## src/rtl/cam_multi_pkg.sv

```systemverilog
// Shared helpers for cam_multi: derived sizes and the registered search-result record.
package cam_multi_pkg;

    // Widest index the search-result record can carry. Instances use the low DEPTH_LOG2 bits.
    localparam int MAX_IDX_W = 16;

    function automatic int depth_of(input int depth_log2);
        return 1 << depth_log2;
    endfunction

    function automatic int count_width(input int depth_log2);
        return depth_log2 + 1;
    endfunction

    typedef struct packed {
        logic                 valid;
        logic [MAX_IDX_W-1:0] index;
        logic                 multi;
    } search_res_t;

endpackage

```

## src/rtl/cam_prio_enc.sv

```systemverilog
// Lowest-set-bit priority encoder with a "two or more bits set" flag.
module cam_prio_enc
    import cam_multi_pkg::*;
#(
    parameter int DEPTH_LOG2 = 5
) (
    input  logic [depth_of(DEPTH_LOG2)-1:0] vec,
    output logic                            valid,
    output logic [DEPTH_LOG2-1:0]           index,
    output logic                            multi
);

    localparam int DEPTH = depth_of(DEPTH_LOG2);

    always_comb begin
        valid = 1'b0;
        index = '0;
        multi = 1'b0;
        for (int i = 0; i < DEPTH; i++) begin
            if (vec[i]) begin
                if (valid) begin
                    multi = 1'b1;
                end else begin
                    index = DEPTH_LOG2'(i);
                end
                valid = 1'b1;
            end
        end
    end

endmodule

```

## src/rtl/cam_multi.sv

```systemverilog
// Parametrised CAM with invalidate, multi-hit detect, occupancy and free-slot hint.
// Optional macro CAM_MULTI_BYPASS_EN: same-cycle reads/searches see that cycle's write/invalidate.
module cam_multi
    import cam_multi_pkg::*;
#(
    parameter int DATA_WIDTH = 32,
    parameter int DEPTH_LOG2 = 5
) (
    input  logic                    clk,
    input  logic                    reset_i,
    input  logic                    read_i,
    input  logic [DEPTH_LOG2-1:0]   read_index_i,
    input  logic                    write_i,
    input  logic [DEPTH_LOG2-1:0]   write_index_i,
    input  logic [DATA_WIDTH-1:0]   write_data_i,
    input  logic                    inval_i,
    input  logic [DEPTH_LOG2-1:0]   inval_index_i,
    input  logic                    search_i,
    input  logic [DATA_WIDTH-1:0]   search_data_i,
    output logic                    read_valid_o,
    output logic [DATA_WIDTH-1:0]   read_value_o,
    output logic                    search_valid_o,
    output logic [DEPTH_LOG2-1:0]   search_index_o,
    output logic                    search_multi_o,
    output logic [DEPTH_LOG2:0]     count_o,
    output logic                    full_o,
    output logic                    empty_o,
    output logic [DEPTH_LOG2-1:0]   free_index_o
);

    localparam int DEPTH = depth_of(DEPTH_LOG2);
    localparam int CW    = count_width(DEPTH_LOG2);

    // Requests are single-cycle strobes with no backpressure: every asserted
    // request is accepted at the next rising edge; results are valid for one cycle after.

    logic [DATA_WIDTH-1:0] mem      [DEPTH];
    logic [DATA_WIDTH-1:0] nxt_data [DEPTH];
    logic [DATA_WIDTH-1:0] view_data[DEPTH];
    logic [DEPTH-1:0]      valid_q, nxt_valid, view_valid, match;
    logic [CW-1:0]         count_q;
    logic                  inc, dec;

    logic                  enc_valid, enc_multi;
    logic [DEPTH_LOG2-1:0] enc_index;
    logic                  free_any, free_multi;
    logic [DEPTH_LOG2-1:0] free_index;
    search_res_t           srch_d, srch_q;

    // Post-edge contents: invalidate first so a same-index write overrides it.
    always_comb begin
        nxt_valid = valid_q;
        for (int i = 0; i < DEPTH; i++) begin
            nxt_data[i] = mem[i];
        end
        if (inval_i) begin
            nxt_valid[inval_index_i] = 1'b0;
        end
        if (write_i) begin
            nxt_valid[write_index_i] = 1'b1;
            nxt_data[write_index_i]  = write_data_i;
        end
    end

    always_comb begin
`ifdef CAM_MULTI_BYPASS_EN
        view_valid = nxt_valid;
        for (int i = 0; i < DEPTH; i++) begin
            view_data[i] = nxt_data[i];
        end
`else
        view_valid = valid_q;
        for (int i = 0; i < DEPTH; i++) begin
            view_data[i] = mem[i];
        end
`endif
    end

    always_comb begin
        match = '0;
        for (int i = 0; i < DEPTH; i++) begin
            match[i] = view_valid[i] && (view_data[i] == search_data_i);
        end
    end

    // A write that lands on the invalidated index cancels the decrement.
    always_comb begin
        inc = write_i && !valid_q[write_index_i];
        dec = inval_i && valid_q[inval_index_i]
              && !(write_i && (write_index_i == inval_index_i));
    end

    cam_prio_enc #(.DEPTH_LOG2(DEPTH_LOG2)) u_match_enc (
        .vec   (match),
        .valid (enc_valid),
        .index (enc_index),
        .multi (enc_multi)
    );

    cam_prio_enc #(.DEPTH_LOG2(DEPTH_LOG2)) u_free_enc (
        .vec   (~valid_q),
        .valid (free_any),
        .index (free_index),
        .multi (free_multi)
    );

    always_comb begin
        srch_d       = '0;
        srch_d.valid = search_i && enc_valid;
        srch_d.index = search_i ? MAX_IDX_W'(enc_index) : '0;
        srch_d.multi = search_i && enc_multi;
    end

    always_ff @(posedge clk or posedge reset_i) begin
        if (reset_i) begin
            valid_q <= '0;
            count_q <= '0;
            for (int i = 0; i < DEPTH; i++) begin
                mem[i] <= '0;
            end
        end else begin
            valid_q <= nxt_valid;
            count_q <= count_q + CW'(inc) - CW'(dec);
            for (int i = 0; i < DEPTH; i++) begin
                mem[i] <= nxt_data[i];
            end
        end
    end

    always_ff @(posedge clk or posedge reset_i) begin
        if (reset_i) begin
            read_valid_o <= 1'b0;
            read_value_o <= '0;
            srch_q       <= '0;
        end else begin
            srch_q <= srch_d;
            if (read_i) begin
                read_valid_o <= view_valid[read_index_i];
                read_value_o <= view_valid[read_index_i] ? view_data[read_index_i] : '0;
            end else begin
                read_valid_o <= 1'b0;
            end
        end
    end

    logic unused_bits;
    assign unused_bits = ^{srch_q.index[MAX_IDX_W-1:DEPTH_LOG2], free_any, free_multi};

    assign search_valid_o = srch_q.valid;
    assign search_index_o = srch_q.index[DEPTH_LOG2-1:0];
    assign search_multi_o = srch_q.multi;
    assign count_o        = count_q;
    assign full_o         = (count_q == CW'(DEPTH));
    assign empty_o        = (count_q == '0);
    assign free_index_o   = free_index;

endmodule

```

## config.mk

```make
export PLATFORM = sky130hd
export DESIGN_NAME = cam_multi
export DESIGN_NICKNAME = d
export VERILOG_FILES = /design/src/rtl/cam_multi_pkg.sv /design/src/rtl/cam_prio_enc.sv /design/src/rtl/cam_multi.sv
export SDC_FILE = /design/constraint.sdc
export NUM_CORES = 2
export LEC_CHECK = 0
export BUFFER_PORTS_ARGS = -buffer_cell sky130_fd_sc_hd__buf_2
export CORE_ASPECT_RATIO = 1.1
export CORE_MARGIN = 2
export CORE_UTILIZATION = 55
export CTS_BUF_LIST = sky130_fd_sc_hd__clkbuf_4
export CTS_CLUSTER_DIAMETER = 60
export CTS_CLUSTER_SIZE = 16
export DETAILED_ROUTE_END_ITERATION = 8
export PLACE_DENSITY = 0.71
export SLEW_MARGIN = 20
export SYNTH_ARGS = -nofsm -noshare
export SYNTH_HDL_FRONTEND = slang
export SYNTH_HIERARCHICAL = 1
export SYNTH_SLANG_ARGS = --single-unit
```

## constraint.sdc

```tcl
create_clock -name clk -period 46.4 [get_ports clk]
set_clock_uncertainty 0.15 [all_clocks]
set_input_delay 11.6 -clock clk [delete_from_list [all_inputs] [get_ports clk]]
set_output_delay 11.6 -clock clk [all_outputs]
set_load 0.005 [all_outputs]
```

==> results.txt <==
CTS resizes: 0
Setup CP Type: reg2out
Postcts setup bufs: 0
Cells after Synth: 4952
CTS tree: built
Grt met3 use: 0.120
Die W: 328 µm
Fill count: 9288
Clock Latency Late Sink: 1170 ps
Chip Height: 360 µm
PD cells: 41.5 nW/µm²
Global-route usage over all layers: 0.405
RSZ-0062 raised after global routing: false
# IOs: 138
Final hold vios: 0
Post-Syn Area per Cell: 12.8 µm²
Most frequent cells in the layout: 1102 x dfrtp_1, 1017 x mux2_2, 877 x xnor2_1
CTS Buffer Depth: 3
Via count: 45344
Initial Util: 0.555
Clock sinks: 1102
P&R area growth vs syn: 5.60%
Detailed placement HPWL: 163000 µm
Grt met1 use: 0.546
CTS Hold Buffers Added: 0
Final Wtd Congestion: 1.02
Synth Cell Area: 63400 µm²
DR DRC count: 0
CP Capture Type: output port
Port bufs: 137
Yosys warning total: 6
Leakage: 0.0274 µW
Remaining Overflow, GRT: 0
Period utilisation layout: 0.340
Slew Limit Fails: 0
Detail Route Antenna Nets: 0
Hold crit path type: reg2reg
GRT busiest layer: met2
Share of cells above drive strength 1: 0.362
Most common cell after layout, fill and taps aside: dfrtp_1
Worst path required time: 34650 ps
Startpoint Class: register
Rel. slew slack: 0.195
Area of placed instances: 65200 µm²
Crit path max fanout: 6
Router iterations before antenna repair: 6
Pre-CTS setup slack: 30350 ps
Fmax: 63.5 MHz
Met2 Resource Use GR: 0.577
CP arrival: 4010 ps
Least-Margin Pin Slew: 1210 ps
Total core area: 114000 µm²
Final setup vio count: 0
Reg area: 27600 µm²
Cts bufs inserted: 99
DRT iter0 DRCs: 6627
Final worst setup slack: 30640 ps
Maxcap violations: 0
Crit path time final: 15760 ps
Wire per inst: 37.1 µm
Clock slew at reported path FFs: 160 ps
H-tree depth: 3
Die area: 118000 µm²
Peak supply drop: 0.0311 mV
CTS root buf: clkbuf_4
Area of the multi-input gates: 33700 µm²
Layout Nets: 4969
Syn Nets: 5047
First-pass GRT wire length: 338000 µm
Routed WL: 240000 µm
# rows: 130
Design Area, Final: 67000 µm²
Sum Neg Setup Slack: 0 ps
Largest net degree at the start of global routing: 126
Vias in the first global route: 44155
Status: complete, no violations
Initial antenna violation count: 24
Via density: 7.01
-- critical path, stage by stage, from the launching register on --
cell,delay (ps)
dfrtp_1,760
inv_1,210
nor4_1,650
nand3_1,280
o32ai_1,420
a32oi_1,190
a211oi_1,210
buf_2,160
-- final timing paths --
path / from / end / slack [ps] / cells after the start
worst max-delay path: valid_q[7] / free_index_o[1] / 30640 / 7
worst min-delay path: read_value_o[16] / read_value_o[16] / 390 / 2
worst max register to register: mem[553] / search_index_o[4] / 42140 / 13
worst min register to register: read_value_o[16] / read_value_o[16] / 390 / 2
max in group asynchronous: reset_i / mem[101] / 31610 / 6
min in group asynchronous: reset_i / mem[467] / 10440 / 2
-- flip-flops by register name (all words and copies together) (netlist names) --
signal and cells:
search_valid_o 1, read_valid_o 1, count_o 6, search_index_o 5, read_value_o 32, search_multi_o 1, mem 1024, valid_q 32
-- routing by layer --
metal,up-vias,part of all wire
met2,3279,0.42
met1,23516,0.37
met5,-,0.00094
met4,20,0.076
met3,765,0.13
li1,17764,-
-- power breakdown --
group | internal, µW | leakage (µW) | total, µW | switching, µW
clock network | 205 | 0.000854 | 573 | 369
registers | 1150 | 0.0141 | 1380 | 229
logic | 410 | 0.0124 | 827 | 417
-- final cells by class --
type / instances / area share
diodes: 9 / 0.000336
repair buffers: 259 / 0.0272
inverters: 95 / 0.00544
flip-flops and latches: 1102 / 0.412
clock inverters: 62 / 0.0126
multi-input cells: 3317 / 0.503
clock buffers: 104 / 0.0117
well taps: 1518 / 0.0284
-- metrics by stage --
stage | utilization | total power (µW) | instances | hold WS (ps)
finish | 0.586 | 2780 | 6466 | 394
global route | 0.586 | 2860 | 6461 | 427
CTS | 0.584 | 2740 | 6450 | 394
detailed placement | 0.570 | 2180 | 6284 | 372
global placement | 0.569 | 2160 | 6280 | 362
floorplan | - | 1870 | 4952 | 346
Note: power is estimated with default switching activity, not from simulation.
